**src/rtl/shared_pkg.sv**
```systemverilog
// Shared types and constants for the FIFO write-side arbiter.
// The read-side arbiter can reuse the same state type and rr_picker.
package shared_pkg;

    localparam int FIFO_WIDTH = 16;
    localparam int OVF_CNT_W  = 8;

    typedef enum logic [1:0] {
        IDLE  = 2'd0,
        ISSUE = 2'd1,
        WAIT  = 2'd2
    } arb_state_e;

    // Saturating increment for the overflow statistics counter.
    function automatic logic [OVF_CNT_W-1:0] sat_inc(input logic [OVF_CNT_W-1:0] value);
        return (value == {OVF_CNT_W{1'b1}}) ? value : value + 1'b1;
    endfunction

endpackage

```
**src/rtl/rr_picker.sv**
```systemverilog
// Combinational round-robin picker: rotate the request vector so ptr sits at
// bit 0, take the lowest set bit, then map the offset back to a requester index.
module rr_picker #(
    parameter int N     = 4,
    parameter int IDX_W = (N > 1) ? $clog2(N) : 1
) (
    input  logic [N-1:0]     req,
    input  logic [IDX_W-1:0] ptr,
    output logic             valid,
    output logic [IDX_W-1:0] winner
);

    logic [N-1:0]     rotated;
    logic [IDX_W-1:0] offset;

    genvar gi;
    generate
        for (gi = 0; gi < N; gi++) begin : g_rot
            logic [IDX_W-1:0] src;
            assign src         = IDX_W'((int'(ptr) + gi) % N);
            assign rotated[gi] = req[src];
        end
    endgenerate

    always_comb begin
        offset = '0;
        for (int k = N - 1; k >= 0; k--) begin
            if (rotated[k]) begin
                offset = IDX_W'(k);
            end
        end
    end

    assign valid  = |rotated;
    assign winner = IDX_W'((int'(ptr) + int'(offset)) % N);

endmodule

```
**src/rtl/fifo_wr_arbiter.sv**
```systemverilog
// Round-robin arbiter sharing one FIFO write port among NUM_REQ requesters.
// Each write is confirmed by the FIFO's registered wr_ack/overflow before granting.
module fifo_wr_arbiter
    import shared_pkg::*;
#(
    parameter int NUM_REQ    = 4,
    parameter int FIFO_WIDTH = shared_pkg::FIFO_WIDTH
) (
    input  logic                          clk,
    input  logic                          rst_n,
    input  logic [NUM_REQ-1:0]            req,
    input  logic [NUM_REQ*FIFO_WIDTH-1:0] req_data,
    output logic [NUM_REQ-1:0]            grant,
    output logic                          busy,
    output logic [OVF_CNT_W-1:0]          overflow_cnt,
    output logic                          wr_en,
    output logic [FIFO_WIDTH-1:0]         data_in,
    input  logic                          wr_ack,
    input  logic                          overflow,
    input  logic                          full
);

    localparam int IDX_W = (NUM_REQ > 1) ? $clog2(NUM_REQ) : 1;

    arb_state_e             state_reg, state_next;
    logic [IDX_W-1:0]       ptr_reg, ptr_next;
    logic [IDX_W-1:0]       owner_reg, owner_next;
    logic [FIFO_WIDTH-1:0]  data_reg, data_next;
    logic                   wr_en_reg, wr_en_next;
    logic                   busy_reg, busy_next;
    logic [NUM_REQ-1:0]     grant_reg, grant_next;
    logic [OVF_CNT_W-1:0]   cnt_reg, cnt_next;

    logic [FIFO_WIDTH-1:0]  req_word [NUM_REQ];
    logic                   pick_valid;
    logic [IDX_W-1:0]       pick_winner;
    logic [IDX_W-1:0]       owner_succ;

    genvar gi;
    generate
        for (gi = 0; gi < NUM_REQ; gi++) begin : g_unpack
            assign req_word[gi] = req_data[gi*FIFO_WIDTH +: FIFO_WIDTH];
        end
    endgenerate

    rr_picker #(
        .N     (NUM_REQ),
        .IDX_W (IDX_W)
    ) u_picker (
        .req    (req),
        .ptr    (ptr_reg),
        .valid  (pick_valid),
        .winner (pick_winner)
    );

    assign owner_succ = (int'(owner_reg) == NUM_REQ - 1) ? '0 : owner_reg + 1'b1;

    always_comb begin
        state_next = state_reg;
        ptr_next   = ptr_reg;
        owner_next = owner_reg;
        data_next  = data_reg;
        cnt_next   = cnt_reg;
        wr_en_next = 1'b0;
        grant_next = '0;

        case (state_reg)
            IDLE: begin
                if (pick_valid && !full) begin
                    owner_next = pick_winner;
                    data_next  = req_word[pick_winner];
                    wr_en_next = 1'b1;
                    state_next = ISSUE;
                end
            end
            ISSUE: begin
                state_next = WAIT;
            end
            WAIT: begin
                state_next = IDLE;
                // A simultaneous ack+overflow is a FIFO fault; the ack wins.
                if (wr_ack) begin
                    grant_next[owner_reg] = 1'b1;
                    ptr_next              = owner_succ;
                end else begin
                    ptr_next = owner_reg;
                    if (overflow) begin
                        cnt_next = sat_inc(cnt_reg);
                    end
                end
            end
            default: begin
                state_next = IDLE;
            end
        endcase

        busy_next = (state_next != IDLE);
    end

    always_ff @(posedge clk or negedge rst_n) begin
        if (!rst_n) begin
            state_reg <= IDLE;
            ptr_reg   <= '0;
            owner_reg <= '0;
            data_reg  <= '0;
            wr_en_reg <= 1'b0;
            busy_reg  <= 1'b0;
            grant_reg <= '0;
            cnt_reg   <= '0;
        end else begin
            state_reg <= state_next;
            ptr_reg   <= ptr_next;
            owner_reg <= owner_next;
            data_reg  <= data_next;
            wr_en_reg <= wr_en_next;
            busy_reg  <= busy_next;
            grant_reg <= grant_next;
            cnt_reg   <= cnt_next;
        end
    end

    assign grant        = grant_reg;
    assign busy         = busy_reg;
    assign overflow_cnt = cnt_reg;
    assign wr_en        = wr_en_reg;
    assign data_in      = data_reg;

endmodule

```
**config.mk**
```make
export PLATFORM = sky130hd
export DESIGN_NAME = fifo_wr_arbiter
export DESIGN_NICKNAME = d
export VERILOG_FILES = /design/src/rtl/shared_pkg.sv /design/src/rtl/rr_picker.sv /design/src/rtl/fifo_wr_arbiter.sv
export SDC_FILE = /design/constraint.sdc
export NUM_CORES = 1
export LEC_CHECK = 0
export ABC_AREA = 1
export BUFFER_PORTS_ARGS = -buffer_cell sky130_fd_sc_hd__buf_2
export CAP_MARGIN = 10
export CORE_MARGIN = 2
export CORE_UTILIZATION = 43
export CTS_BUF_LIST = sky130_fd_sc_hd__clkbuf_8 sky130_fd_sc_hd__clkbuf_16
export DETAILED_ROUTE_END_ITERATION = 7
export PLACE_DENSITY = 0.77
export SLEW_MARGIN = 0
export SYNTH_ARGS = -nofsm -noshare
export SYNTH_HDL_FRONTEND = slang
export SYNTH_SLANG_ARGS = --single-unit
```
**constraint.sdc**
```tcl
create_clock -name clk -period 2.6 [get_ports clk]
set_clock_uncertainty 0.2 [all_clocks]
set_input_delay 0.13 -clock clk [delete_from_list [all_inputs] [get_ports clk]]
set_output_delay 0.13 -clock clk [all_outputs]
set_load 0.01 [all_outputs]
```
==> results of run 1 <==
[power by group through the flow]
stage,registers [W],logic [W],clock network [W]
floorplan,0.00102,0.00228,0
global placement,0.000968,0.00302,0
detailed placement,0.000974,0.00307,0
CTS,0.000969,0.00313,0.000380
global route,0.000999,0.00414,0.000403
finish,0.000976,0.00383,0.000373
[cell type report]
class | count | area [um2] | area share [%]
multi-input cells | 213 | 1320 | 37.1
repair buffers | 154 | 1090 | 30.6
flip-flops and latches | 36 | 903 | 25.4
well taps | 70 | 87.6 | 2.46
inverters | 19 | 78.8 | 2.22
clock buffers | 5 | 68.8 | 1.93
clock inverters | 2 | 8.76 | 0.246
[layer usage]
layer | track usage, % | part of all wire (%)
met4 | 11.4 | 2.7
met2 | 44.7 | 54
met3 | 4.47 | 5.5
met1 | 26.0 | 38
met5 | 0 | 0
[layout by cell type (no fill, tap or decap), types with 4 or more instances in the layout]
cell	instances
buf_12	4
buf_2	102
buf_4	5
clkbuf_8	5
dfrtp_1	34
dlygate4sd3_1	41
ha_1	5
inv_1	16
mux2i_1	27
mux2i_2	5
nand2_1	86
nand2_2	11
nand3_1	35
nor2_1	13
o21ai_0	6
xor2_1	5
[worst reg2reg max path, delay by kind of cell (launching register included)]
| kind | cells | cell delay, ps |
|---|---|---|
| mux | 1 | 200 |
| compound gates | 1 | 220 |
| flops | 1 | 470 |
| buf+inv | 2 | 360 |
| simple gates | 8 | 680 |
| fa+ha+maj | 1 | 330 |
[how the worst max path moves through the flow]
stage                from           to
2_1_floorplan  ptr_reg[0]  data_in[13]
3_3_place_gp   ptr_reg[0]   data_in[9]
3_5_place_dp   ptr_reg[0]  data_in[10]
4_1_cts        ptr_reg[0]   data_in[0]
5_1_grt        ptr_reg[0]   data_in[6]
6_report       ptr_reg[0]  data_in[13]
[metrics by stage]
stage | instance area (um2) | setup WS, ps | total power (W) | instances | TNS, ps
floorplan | 2300 | 23.1 | 0.00329 | 279 | 0
global placement | 2890 | 132 | 0.00399 | 444 | 0
detailed placement | 2890 | 55.5 | 0.00404 | 444 | 0
CTS | 3380 | 3.17 | 0.00448 | 492 | 0
global route | 3560 | -78.3 | 0.00554 | 499 | -890
finish | 3560 | 39.1 | 0.00517 | 499 | 0
[logic make-up (layout without fill, tap and decap cells)]
family                   after synthesis  after routing
XOR/XNOR                               7              7
AND/OR/NAND/NOR                      156            156
buffers and inverters                 30            180
adder cells (fa/ha/maj)                6              6
AO/OA/AOI/OAI                         11             11
flip-flops                            36             36
multiplexers                          33             33
[repair_timing]
| action | CTS | global route |
|---|---|---|
| endpoints found under the setup margin | 0 | 17 |
| hold buffers | 41 | 0 |
| endpoints found under the hold margin | 57 | 0 |
| buffers inserted | 0 | 5 |
| resized for setup | 0 | 17 |
==> flow_summary_export.csv, run 1 <==
group,metric,value,unit
floorplanning,die-area,5960,um2
worst_setup_path,reg2reg_depth,13,
routing,finalWirelength,7.37,mm
routing,drtIter0Drc,99,
worst_setup_path,crit_slowest_cell,"dfrtp_2",
power,p_int,0.00274,W
timing,fin_crit_sh,98.5,%
worst_setup_path,crit_path_cell_trace,"buf_4, nand2_1, nand2_1, nand2_2, nand2_2, a31oi_1, nor2_1, ha_4, buf_12, mux2i_1, nand3_1, nand3_2, nand2_1",
grt,grt_usage,24.0,%
timing,hold_viol_final,0,
grt,grt_remaining_overflow,0,
cts,numCtsBuffers,5,
routing,via_per_inst,5.04,
power,ir_worst_vdd,1.88,mV
timing,setup_viol,0,
power,combinationalPowerShare,73.9,%
timing,maxSlewHeadroom,48.0,%
yosys,synth_adder_area_share,3.26,%
place,port_buffers,102,
layout,fin_util,69.2,%
worst_setup_path,r2r-end,"data_in[13]",
routing,ant_nets,0,
yosys,synth_nets,358,
yosys,synthCells,279,
cts,clock_path_buffers,2,
layout,largest_register_ffs,16,
cts,clk_pin_slew,70,ps
place,globalplace.congestion,0.807,
routing,dr.pass1.iters,4,
power,clock_power_share,7.2,%
worst_setup_path,critical-path-top-delay-family,"simple AND/OR/NAND/NOR gates",
power,p_seq_share,18.9,%
yosys,ys.flop_type,"dfrtp_1",
power,p_per_area,1450,nW/um2
yosys,synth_xor_area_share,2.66,%
floorplanning,num_rows,26,
worst_setup_path,slowest_delay,470,ps
cts,cts_tree,"built",
yosys,synth.avg_cell_area,8.25,um2
yosys,syn_area,2300,um2
yosys,synth-seq-cells,36,
layout,antenna_cells,0,
place,hpwlAfterDp,4.09,mm
yosys,synth_top_family_by_area,"simple AND/OR/NAND/NOR gates",
status,status,"finished, final reports clean",
yosys,synth_compound_area_share,2.55,%
yosys,synth_seq_area_share,39.1,%
layout,finalNetCount,508,
worst_setup_path,cp.depth,13,
layout,drive_gt1_share,35.4,%
grt,antenna_found_initial,0,
worst_setup_path,reg2reg_from,"ptr_reg[0]",
yosys,muxShareOfSynthArea,14.4,%
yosys,yosysUniqueCellTypes,31,
worst_setup_path,cp.arrival,2540,ps
timing,maxSlewViolCount,0,
hold_path,hold_end,"data_in[12]",
cts,htreeDepth,2,
timing,clock.fmax,0.390,GHz
flow_run,maxCapViolCount,0,
yosys,synth_simple_gate_area_share,31.1,%
routing,num_vias,2516,
timing,hold_ws,6.77,ps
worst_setup_path,worstSetupStartpointType,"register",
yosys,synthTopCellsByCount,"nand2_1 (86), nand3_1 (37), dfrtp_1 (36), mux2i_1 (32), inv_1 (16)",
cts,clk_latency,290,ps
routing,drc,0,
yosys,ys_warn_count,0,
timing,min_period,2560,ps
worst_setup_path,rrSetupSlack,40,ps
power,power.switching,0.00244,W
yosys,synth.area.top_cells,"dfrtp_1 (39%), nand2_1 (14%), mux2i_1 (14%)",
layout,fillers,403,
power,p_leak,1.93,nW
yosys,synth_top_area_cell,"dfrtp_1",
hold_path,min_path_type,"input port to register",
floorplanning,pin_count,103,
yosys,synth_top_cell_area_share,39.1,%
cts,ctsRootBufferMaster,"clkbuf_8",
floorplanning,dieWidth,77.2,um
hold_path,hold_depth,5,
hold_path,holdCritStartpoint,"req_data[12]",
floorplanning,start_util,44.8,%
worst_setup_path,crit_type,"register to register",
yosys,ys_async_sr_fraction,100,%
worst_setup_path,crit_top_cell,"nand2_1",
worst_setup_path,worstPathRequired,2580,ps
grt,grt_pass1_vias,2512,
timing,worst-slew-pin-transition,780,ps
worst_setup_path,path_buf_inv,2,
yosys,post-synth-top-count-cell,"nand2_1",
floorplanning,die_h,77.2,um
grt,grt_pass1_wl,11.4,mm
routing,wl_per_cell,14.8,um
worst_setup_path,crit_path_max_fanout,16,
cts,clkSinkCount,36,
worst_setup_path,crit_path_end_kind,"register",
grt,grt_start_max_net_pins,37,
power,p_sw_share,47.1,%
floorplanning,core,5140,um2
layout,area_growth,54.5,%
yosys,synth_edf_count,0,
(Power assumes the default switching activity.)
==> run 2, diff against run 1 <==
--- a/config.mk
+++ b/config.mk
@@ -8,6 +8,7 @@
 export ABC_AREA = 1
 export BUFFER_PORTS_ARGS = -buffer_cell sky130_fd_sc_hd__buf_2
 export CAP_MARGIN = 10
+export CORE_ASPECT_RATIO = 2
 export CORE_MARGIN = 2
 export CORE_UTILIZATION = 43
 export CTS_BUF_LIST = sky130_fd_sc_hd__clkbuf_8 sky130_fd_sc_hd__clkbuf_16
==> flow_summary_export.csv, run 2 (synthesis results as in run 1) <==
group,metric,value,unit
power,p_int,0.00261,W
worst_setup_path,critPathLaunch,"ptr_reg[0]",
floorplanning,pin_count,103,
power,p_sw_share,46.0,%
grt,grt_usage,20.8,%
floorplanning,start_util,44.8,%
timing,hold_viol_final,0,
routing,drc,0,
place,port_buffers,102,
power,combinationalPowerShare,70.0,%
worst_setup_path,rrSetupSlack,130,ps
timing,maxSlewHeadroom,46.0,%
place,globalplace.congestion,0.891,
worst_setup_path,r2r-end,"data_in[0]",
power,p_seq_share,19.9,%
cts,numCtsBuffers,5,
grt,grt_pass1_vias,2348,
place,hpwlAfterDp,4.41,mm
cts,htreeDepth,2,
flow_run,maxCapViolCount,0,
power,clock_power_share,10.1,%
status,status,"finished, final reports clean",
worst_setup_path,cp.arrival,2450,ps
layout,area_growth,47.3,%
worst_setup_path,crit_path_end_kind,"register",
routing,drtIter0Drc,77,
worst_setup_path,crit_path_end,"data_in[0]",
power,power.switching,0.00222,W
place,dp_slack,7.41,ps
layout,instances_no_fill,476,
floorplanning,die-area,5990,um2
grt,grt_start_max_net_pins,37,
worst_setup_path,worstPathRequired,2570,ps
cts,clk_latency,280,ps
power,ir_worst_vdd,1.04,mV
cts,cts_tree,"built",
timing,setup_viol,0,
hold_path,min_path_type,"input port to register",
floorplanning,die_h,107,um
routing,dr.pass1.iters,5,
worst_setup_path,reg2reg_depth,13,
worst_setup_path,crit_type,"register to register",
layout,final_cell_mix,"buf_2 (102), nand2_1 (86), nand3_1 (37), dfrtp_1 (34), dlygate4sd3_1 (33)",
cts,clk_pin_slew,70,ps
timing,worst-slew-pin-transition,810,ps
place,dp.cells,432,
worst_setup_path,worstSetupStartpointType,"register",
routing,finalWirelength,6.31,mm
cts,clock_path_buffers,2,
timing,maxSlewViolCount,0,
routing,via_per_inst,5.05,
routing,ant_nets,0,
floorplanning,dieWidth,55.7,um
power,p_per_area,1420,nW/um2
grt,grt_remaining_overflow,0,
layout,layout_commonest_cell,"buf_2",
cts,ctsRootBufferMaster,"clkbuf_8",
timing,clock.fmax,0.404,GHz
grt,grt_pass1_wl,10.0,mm
power,p_leak,1.87,nW
layout,fillers,408,
worst_setup_path,reg2reg_from,"ptr_reg[0]",
timing,min_period,2470,ps
hold_path,hold_depth,5,
worst_setup_path,crit_path_max_fanout,9,
grt,antenna_found_initial,0,
layout,antenna_cells,0,
layout,drive_gt1_share,34.2,%
floorplanning,num_rows,37,
timing,fin_ws,125,ps
floorplanning,core,5140,um2
layout,largest_register_ffs,16,
routing,num_vias,2404,
timing,fin_crit_sh,95.2,%
routing,wl_per_cell,13.3,um
cts,clkSinkCount,36,
layout,finalNetCount,496,
-- run 2: cell types whose count changed in the layout (fill, tap and decap cells not counted), moves of 2 or more --
cell           previous run  this run
buf_12                    4         2
nand3_2                   2         0
nand3_1                  35        37
dlygate4sd3_1            41        33
buf_4                     5         2
mux2i_2                   5         1
mux2i_1                  27        31
-- run 2: how the worst min path moves through the flow --
stage	from	end	slack, ps
6_report	req_data[39]	data_in[7]	0.9
5_1_grt	full	wr_en	30
4_1_cts	req_data[4]	data_in[4]	0.2
3_5_place_dp	rst_n	data_in[0]	70
3_3_place_gp	rst_n	ptr_reg[0]	60
2_1_floorplan	rst_n	busy	-370
-- run 2: power groups by stage --
stage	registers [W]	logic [W]	clock network, W
floorplan	0.00102	0.00228	0
global placement	0.000966	0.00297	0
detailed placement	0.000974	0.00303	0
CTS	0.000966	0.00308	0.000501
global route	0.000987	0.00369	0.000524
finish	0.000960	0.00338	0.000488
-- run 2: critical path, cell delays in order (launching register included) --
cell	delay [ps]
dfrtp_2	440
clkbuf_2	180
nand2_1	90
nand2_1	70
nand2_2	70
nand2_2	80
a31oi_1	170
nor2_1	90
ha_4	320
buf_6	170
mux2i_1	230
nand3_1	100
nand3_1	90
nand2_1	50
-- run 2: cell type report --
type | instances | area, um2 | share of cell area (%)
timing repair buffer | 142 | 937 | 27.6
inverter | 19 | 78.8 | 2.32
tap | 58 | 72.6 | 2.14
sequential | 36 | 903 | 26.6
clock buffer | 5 | 68.8 | 2.03
multi-input combinational | 213 | 1290 | 38.0
clock inverter | 3 | 42.5 | 1.25
-- run 2: repair_timing --
| action | CTS | global route |
|---|---|---|
| pin swaps | 0 | 0 |
| setup endpoints to repair | 2 | 17 |
| setup buffers | 0 | 2 |
| gates resized for setup | 1 | 7 |
| gates cloned | 0 | 1 |
| endpoints found under the hold margin | 54 | 0 |
| hold buffers | 33 | 0 |
-- run 2: through the flow --
step	utilization (%)	hold WS [ps]	cell area, um2	power [W]	setup TNS [ps]
2_1_floorplan	-	-366	2300	0.00329	0
3_3_place_gp	55.7	61.4	2860	0.00394	0
3_5_place_dp	55.7	67.6	2860	0.00400	0
4_1_cts	64.4	0.173	3310	0.00454	0
5_1_grt	66.0	26.0	3390	0.00520	-103
6_report	66.0	0.942	3390	0.00483	0
-- run 2: layer usage --
metal | part of all wire [%] | GRT usage, % | vias to the layer above
li1 | - | - | 1183
met5 | 0 | 0 | -
met3 | 3.5 | 1.80 | 16
met1 | 37 | 21.3 | 1118
met2 | 57 | 41.0 | 87
met4 | 2.8 | 9.41 | 0
==> run 3, diff against run 2 <==
--- a/config.mk
+++ b/config.mk
@@ -8,7 +8,7 @@
 export ABC_AREA = 1
 export BUFFER_PORTS_ARGS = -buffer_cell sky130_fd_sc_hd__buf_2
 export CAP_MARGIN = 10
-export CORE_ASPECT_RATIO = 2
+export CORE_ASPECT_RATIO = 0.5
 export CORE_MARGIN = 2
 export CORE_UTILIZATION = 43
 export CTS_BUF_LIST = sky130_fd_sc_hd__clkbuf_8 sky130_fd_sc_hd__clkbuf_16
==> flow_summary_export.csv, run 3 (synthesis results as in run 1) <==
group,metric,value,unit
status,status,"complete, but fails checks",
status,violations,"negative hold slack",
layout,layout_commonest_cell,"buf_2",
power,p_leak,1.86,nW
floorplanning,die-area,5990,um2
cts,numCtsBuffers,5,
power,p_per_area,1500,nW/um2
place,hpwlAfterDp,4.37,mm
worst_setup_path,reg2reg_depth,14,
routing,ant_nets,0,
worst_setup_path,critPathLaunch,"ptr_reg[0]",
worst_setup_path,rrSetupSlack,60,ps
floorplanning,die_h,55.7,um
floorplanning,core,5040,um2
worst_setup_path,crit_top_cell,"nand2_1",
floorplanning,dieWidth,107,um
routing,via_per_inst,5.23,
layout,antenna_cells,0,
worst_setup_path,crit_path_end_kind,"register",
hold_path,hold_depth,5,
routing,num_vias,2537,
routing,finalWirelength,7.52,mm
routing,dr.pass1.iters,5,
timing,rsz0062_at_grt,"yes",
hold_path,min_path_type,"input port to register",
timing,fin_ws,59.7,ps
worst_setup_path,crit_path_cell_trace,"buf_2, nand2_1, nand3_1, nand2_1, a31oi_1, nor2_1, ha_4, xor2_2, buf_4, nand2_8, nand2_4, nand2_1, nand3_1, nand2_1",
worst_setup_path,crit_path_max_fanout,18,
hold_path,holdCritStartpoint,"req_data[8]",
cts,clock_path_buffers,2,
layout,drive_gt1_share,34.7,%
place,dp_slack,13.8,ps
grt,grt_remaining_overflow,0,
timing,maxSlewHeadroom,46.1,%
cts,htreeDepth,2,
grt,grt_pass1_wl,11.2,mm
worst_setup_path,crit_type,"register to register",
worst_setup_path,crit_slowest_cell,"dfrtp_2",
power,total_power,0.00505,W
floorplanning,num_rows,18,
timing,clock.fmax,0.394,GHz
grt,antenna_found_initial,0,
worst_setup_path,worstSetupStartpointType,"register",
place,globalplace.congestion,0.802,
hold_path,hold_end,"data_in[8]",
layout,area_growth,46.3,%
power,ir_worst_vdd,0.673,mV
timing,hold_viol_final,2,
layout,finalNetCount,494,
timing,hold_ws,-8.24,ps
routing,drc,0,
worst_setup_path,critical-path-top-delay-family,"simple AND/OR/NAND/NOR gates",
cts,cts_tree,"built",
layout,largest_register_ffs,16,
worst_setup_path,cp.arrival,2520,ps
worst_setup_path,worstPathRequired,2580,ps
grt,grt_usage,23.5,%
timing,fin_crit_sh,97.7,%
cts,clk_latency,290,ps
worst_setup_path,r2r-end,"data_in[4]",
cts,clkSinkCount,36,
floorplanning,pin_count,103,
routing,wl_per_cell,15.5,um
worst_setup_path,reg2reg_from,"ptr_reg[0]",
routing,drtIter0Drc,105,
timing,maxSlewViolCount,0,
timing,setup_viol,0,
cts,ctsRootBufferMaster,"clkbuf_8",
grt,grt_start_max_net_pins,37,
cts,clk_pin_slew,70,ps
flow_run,maxCapViolCount,0,
worst_setup_path,path_buf_inv,2,
layout,final_cell_mix,"buf_2 (103), nand2_1 (86), nand3_1 (37), dfrtp_1 (35), mux2i_1 (31)",
timing,worst-slew-pin-transition,808,ps
timing,min_period,2540,ps
place,port_buffers,102,
worst_setup_path,slowest_delay,460,ps
grt,grt_pass1_vias,2454,
floorplanning,start_util,45.6,%
[run 3: repair_timing]
item                                    in CTS  in global routing
endpoints found under the setup margin       1                 17
gates resized for setup                      1                  9
buffers inserted                             0                  5
cloned                                       0                  1
hold buffers                                28                  0
pin swaps                                    0                  3
endpoints found under the hold margin       55                  0
[run 3: layer usage]
metal | routed length (um) | global-route usage [%] | share of wire [%]
met5 | 0 | 0 | 0
met4 | 388 | 6.96 | 5.2
met3 | 522 | 6.44 | 6.9
met2 | 3780 | 43.6 | 50
met1 | 2840 | 26.3 | 38
[run 3: worst max path at each step]
stage | to | slack (ps) | cells past startpoint
after floorplan | data_in[13] | 20 | 14
after global placement | data_in[13] | 140 | 15
after detailed placement | data_in[3] | 10 | 13
after CTS | data_in[2] | 90 | 15
after global routing | data_in[13] | -90 | 13
final | data_in[4] | 60 | 14
[run 3: final cells by class]
class,instances,area [um2]
fillers,400,1680
multi-input cells,214,1300
clock buffers,7,96.3
well taps,70,87.6
flip-flops and latches,36,902
inverters,19,78.8
repair buffers,139,906
[run 3: stage by stage]
stage | utilization [%] | cell area (um2) | setup TNS [ps] | hold slack [ps] | cells
2_1_floorplan | - | 2300 | 0 | -366 | 279
3_3_place_gp | 56.8 | 2870 | 0 | 40.2 | 444
3_5_place_dp | 56.8 | 2870 | 0 | 60.4 | 444
4_1_cts | 64.3 | 3240 | 0 | 1.76 | 479
5_1_grt | 66.7 | 3370 | -328 | 24.1 | 485
6_report | 66.7 | 3370 | 0 | -8.24 | 485
[run 3: worst register-to-register path, cell delays in order (launching register included)]
cell	delay [ps]
dfrtp_2	460
buf_2	190
nand2_1	90
nand3_1	90
nand2_1	120
a31oi_1	90
nor2_1	180
ha_4	160
xor2_2	170
buf_4	170
nand2_8	120
nand2_4	170
nand2_1	70
nand3_1	70
nand2_1	60
[run 3: report_power, final]
| group | switching [W] | internal (W) |
|---|---|---|
| Clock | 0.000206 | 0.000236 |
| Sequential | 0.000173 | 0.000796 |
| Combinational | 0.00208 | 0.00156 |
| Total | 0.00246 | 0.00260 |
